--- config.mk ---
export PLATFORM = sky130hd
export DESIGN_NAME = addr_accum
export DESIGN_NICKNAME = d
export VERILOG_FILES = /design/src/rtl/addr_accum.sv
export SDC_FILE = /design/constraint.sdc
export NUM_CORES = 1
export LEC_CHECK = 0
export BUFFER_PORTS_ARGS = -buffer_cell sky130_fd_sc_hd__buf_2
export CAP_MARGIN = 10
export CORE_AREA = 2 2 73 75
export DETAILED_ROUTE_END_ITERATION = 16
export DIE_AREA = 0 0 75 77
export PLACE_DENSITY = 0.8
export SLEW_MARGIN = 0
export SYNTH_ARGS = -nofsm -noshare
export SYNTH_HDL_FRONTEND = slang
export SYNTH_SLANG_ARGS = --single-unit
export TNS_END_PERCENT = 1
--- constraint.sdc ---
create_clock -name clk -period 3.5 [get_ports clk]
set_clock_uncertainty 0.1 [all_clocks]
set_input_delay 0.525 -clock clk [delete_from_list [all_inputs] [get_ports clk]]
set_output_delay 0.525 -clock clk [all_outputs]
set_load 0.05 [all_outputs]
--- src/rtl/addr_accum.sv ---
`default_nettype none
// ============================================================================
// Module      : addr_accum
// Description : NCH-lane WIDTH-bit adder with a windowed accumulate mode
//               (optional saturation, sticky overflow) behind a valid/ready
//               handshake with a single output register.
// Revision    : 1.0 - initial release
// ============================================================================
module addr_accum #(
    parameter int WIDTH     = 4,
    parameter int NCH       = 2,
    parameter int ACC_WIDTH = 8,
    parameter int WINDOW    = 4,
    parameter int SAT       = 1
) (
    input  logic                     clk,
    input  logic                     rstb,
    input  logic [NCH*WIDTH-1:0]     a_i,
    input  logic [NCH*WIDTH-1:0]     b_i,
    input  logic [1:0]               mode_i,
    input  logic                     valid_i,
    output logic                     ready_o,
    output logic [NCH*ACC_WIDTH-1:0] c_o,
    output logic [NCH-1:0]           ovf_o,
    output logic                     valid_o,
    input  logic                     ready_i
);

    localparam int             CNT_W       = (WINDOW > 1) ? $clog2(WINDOW) : 1;
    localparam logic [CNT_W-1:0] C_CNT_LAST = CNT_W'(WINDOW - 1);

    localparam logic [1:0] C_MODE_ADD = 2'b00;
    localparam logic [1:0] C_MODE_ACC = 2'b01;
    localparam logic [1:0] C_MODE_CLR = 2'b10;

    localparam logic [0:0] S_EMPTY = 1'b0;
    localparam logic [0:0] S_FULL  = 1'b1;

    logic [0:0]       r_state;
    logic [CNT_W-1:0] r_cnt;

    logic w_fire;
    logic w_add;
    logic w_acc;
    logic w_clr;
    logic w_dump;
    logic w_load;

    assign valid_o = (r_state == S_FULL);
    assign ready_o = !valid_o || ready_i;

    // Mode 11 fires the handshake but matches none of the decodes below.
    assign w_fire = valid_i && ready_o;
    assign w_add  = w_fire && (mode_i == C_MODE_ADD);
    assign w_acc  = w_fire && (mode_i == C_MODE_ACC);
    assign w_clr  = w_fire && (mode_i == C_MODE_CLR);
    assign w_dump = w_acc && (r_cnt == C_CNT_LAST);
    assign w_load = w_add || w_dump;

    always_ff @(posedge clk or negedge rstb) begin
        if (!rstb) begin
            r_state <= S_EMPTY;
        end else begin
            case (r_state)
                S_EMPTY: if (w_load) r_state <= S_FULL;
                S_FULL:  if (ready_i && !w_load) r_state <= S_EMPTY;
                default: r_state <= S_EMPTY;
            endcase
        end
    end

    always_ff @(posedge clk or negedge rstb) begin
        if (!rstb) begin
            r_cnt <= '0;
        end else if (w_clr || w_dump) begin
            r_cnt <= '0;
        end else if (w_acc) begin
            r_cnt <= r_cnt + 1'b1;
        end
    end

    generate
        for (genvar k = 0; k < NCH; k++) begin : g_lane
            logic [WIDTH-1:0]     w_a;
            logic [WIDTH-1:0]     w_b;
            logic [ACC_WIDTH:0]   w_sum;
            logic                 w_ovf;
            logic [ACC_WIDTH-1:0] w_acc_nxt;
            logic [ACC_WIDTH-1:0] w_add_res;
            logic [ACC_WIDTH-1:0] r_acc;
            logic                 r_sticky;
            logic [ACC_WIDTH-1:0] r_c;
            logic                 r_ovf;

            assign w_a = a_i[k*WIDTH +: WIDTH];
            assign w_b = b_i[k*WIDTH +: WIDTH];

            // One extra bit is enough: ACC_WIDTH >= WIDTH+1 bounds acc+a+b.
            assign w_sum = {1'b0, r_acc}
                         + {{(ACC_WIDTH+1-WIDTH){1'b0}}, w_a}
                         + {{(ACC_WIDTH+1-WIDTH){1'b0}}, w_b};
            assign w_ovf     = w_sum[ACC_WIDTH];
            assign w_acc_nxt = (w_ovf && (SAT != 0)) ? {ACC_WIDTH{1'b1}}
                                                     : w_sum[ACC_WIDTH-1:0];
            assign w_add_res = {{(ACC_WIDTH-WIDTH){1'b0}}, w_a}
                             + {{(ACC_WIDTH-WIDTH){1'b0}}, w_b};

            always_ff @(posedge clk or negedge rstb) begin
                if (!rstb) begin
                    r_acc    <= '0;
                    r_sticky <= 1'b0;
                end else if (w_clr || w_dump) begin
                    r_acc    <= '0;
                    r_sticky <= 1'b0;
                end else if (w_acc) begin
                    r_acc    <= w_acc_nxt;
                    r_sticky <= r_sticky | w_ovf;
                end
            end

            always_ff @(posedge clk or negedge rstb) begin
                if (!rstb) begin
                    r_c   <= '0;
                    r_ovf <= 1'b0;
                end else if (w_add) begin
                    r_c   <= w_add_res;
                    r_ovf <= 1'b0;
                end else if (w_dump) begin
                    r_c   <= w_acc_nxt;
                    r_ovf <= r_sticky | w_ovf;
                end
            end

            assign c_o[k*ACC_WIDTH +: ACC_WIDTH] = r_c;
            assign ovf_o[k]                      = r_ovf;
        end
    endgenerate

endmodule
`default_nettype wire

==> impl_metrics.ini <==
[detailed_routing]
dr.pass1.iters = 4
routed-via-count = 2213
met3RoutedLength_um = 333
drt_drc_violations_left = 0
wl_per_cell_um = 16.6
drt-initial-drc-count = 184
wl_met1_um = 2660
wl_um = 6130
dr.max_layer_used = met4
vias_per_cell = 5.98
route.met2.wl_um = 2990
postRouteAntennaNets = 0

[placement]
gp_congestion = 0.892
io_buffers = 41
hpwl_um = 4530
pre_cts_ws_ns = 0.541

[floorplanning]
die_h_um = 77
initial_core_util = 0.553
dieArea_sq_um = 5780
pin_count = 42
core_sq_um = 4980
die_x_um = 75
rows = 26

[yosys]
yosys-top-cells-area = dfrtp_1 (35%), fa_1 (8.7%), ha_1 (7.7%)
syn_area_sq_um = 2750
syn_nets = 317
synth_warnings = 0
yosys.area.top_type_share = 0.355
ys_types = 49
avgSynthCellArea_sq_um = 10.3
async_flop_share = 1.00
ys_seq_area_frac = 0.355
synth_flop_cell = dfrtp_1
synth_seq_cells = 39
synth_top_area_cell = dfrtp_1
synth-edff-count = 0
yosysMostFrequentCell = dfrtp_1
synth_common_cells = dfrtp_1 (39), ha_1 (17), nand2_1 (17)
syn-instance-count = 266

[clocking]
path_clk_slew_ns = 0.07
clockBufferDepth = 2
cts_sinks = 39
cts-resized-gates = 0
cts_root_buf = clkbuf_8
insertion_delay_ns = 0.30
h-tree-depth = 2
cts_tree = done
cts_buffers = 5
postCtsSetupBuffers = 0
cts_hold_buf = 0

[sta]
rsz0062_at_grt = false
hold_violations = 0
slew_violations = 0
post-route-period-util = 0.757
maxSlewHeadroom = 0.427
worstMarginPinSlew_ns = 0.855
setup_slack_ns = 0.849
fmax_mhz = 377
period_minus_slack_ns = 2.65
timing.setup.tns_ns = 0
setup_viol = 0

[layout]
syn_to_final_growth_pct = 9.69
fin_nets = 350
regArea_sq_um = 976
multi_input_area_sq_um = 1590
fillCellCount = 414
num_antenna_cells = 0
drive_above_1_share = 0.217

[critical_path]
crit_path_end_kind = register
cp_max_fo = 4
crit_arrival_ns = 2.74
critPathLaunchType = register
cp.required_ns = 3.58
crit_type = reg -> reg

[pwr]
p_per_area_nw_per_um2 = 630
internal_power_uw = 1070
seqPwrFrac = 0.333
pwr-share-clk = 0.178
pwr-share-comb = 0.490
vdd_drop_max_uv = 297
power_switching_uw = 833
sw_frac_of_total = 0.438
p_leak_uw = 0.00150

[flow_run]
maxCapViolCount = 0

[global_routing]
grt.total_usage = 0.240
grt_pass1_vias = 2232
antenna_found_initial = 0
grt_pass1_wl_um = 10600
grt_max_degree = 40
grt-ovfl-total = 0

[status]
status = finished clean

[hold_path]
hp-class = in -> async
-- worst max-delay path, cell delays in order (launching register included) --
cell and delay [ns]:
dfrtp_1 0.40, fa_1 0.44, ha_1 0.25, fa_1 0.44
a211oi_2 0.34, nor2_1 0.13, xor2_1 0.15, a221o_1 0.29
-- per-layer routing --
metal	GRT usage	vias to the layer above
met1	0.336	1080
met5	0	-
met3	0.0407	11
met2	0.363	76
li1	-	1046
met4	0.100	0
-- through the flow --
step            util  area [sq um]  instances  hold WS, ns  total power (uW)
2_1_floorplan      -          2750        266        0.129              1360
3_3_place_gp   0.586          2920        362        0.363              1530
3_5_place_dp   0.586          2920        362        0.373              1560
4_1_cts        0.606          3020        370        0.256              1900
5_1_grt        0.606          3020        370        0.306              2040
6_report       0.606          3020        370        0.224              1900
-- state kept, by name, indices dropped and copies added, names as in the netlist --
name	cells
valid_o	1
g_lane.r_sticky	2
r_cnt	2
g_lane.r_acc	16
g_lane.r_ovf	2
g_lane.r_c	16
-- area by class of cell --
class,instances,share of cell area
clock buffer,8,0.0332
inverter,14,0.0191
timing repair buffer,41,0.0680
multi-input combinational,198,0.527
sequential,39,0.323
tap,70,0.0290
-- cell families (layout without fill, tap and decap cells) --
logic type / Yosys count / after routing / share of synthesized area
AO/OA/AOI/OAI: 85 / 85 / 0.221
XOR/XNOR: 9 / 9 / 0.0287
adder cells (fa/ha/maj): 29 / 29 / 0.165
buffers and inverters: 29 / 63 / 0.0668
flip-flops: 39 / 39 / 0.355
multiplexers: 2 / 2 / 0.00728
AND/OR/NAND/NOR: 73 / 73 / 0.157
-- cell usage in the layout (no fill, tap or decap), drive strengths merged --
master,n
a211oi,10
a211o,4
o22ai,1
buf,41
o211ai,4
xor2,9
and2b,1
and3,7
nor4,4
mux2i,2
a22oi,5
nor4b,2
nor2b,8
or3,1
fa,12
clkinv,1
clkbuf,8
nand2b,4
nor2,11
a221o,8
dfrtp,39
a32o,2
inv,13
o221ai,1
a31o,2
ha,17
o21ai,17
a21o,10
nand2,17
a21oi,15
and4,1
nand3,12
nor3,5
o21bai,2
a31oi,4
-- power by group through the flow --
stage | Clock (uW) | Combinational [uW] | Sequential [uW]
finish | 338 | 931 | 633
global route | 356 | 1030 | 649
CTS | 343 | 929 | 630
detailed placement | 0 | 925 | 637
global placement | 0 | 896 | 636
floorplan | 0 | 618 | 739
-- path summary, 6_finish.rpt --
check | startpoint | end | slack (ns) | cells past startpoint
min in group clk | g_lane[0].r_acc[0] | g_lane[0].r_acc[0] | 0.39 | 1
min reg2reg | g_lane[0].r_acc[0] | g_lane[0].r_acc[0] | 0.39 | 1
max in group asynchronous | rstb | g_lane[0].r_acc[0] | 2.52 | 1
max | g_lane[1].r_acc[1] | g_lane[1].r_c[5] | 0.85 | 7
max reg2reg | g_lane[1].r_acc[1] | g_lane[1].r_c[5] | 0.85 | 7
min | rstb | g_lane[0].r_c[3] | 0.22 | 1
(Power assumes the default switching activity.)
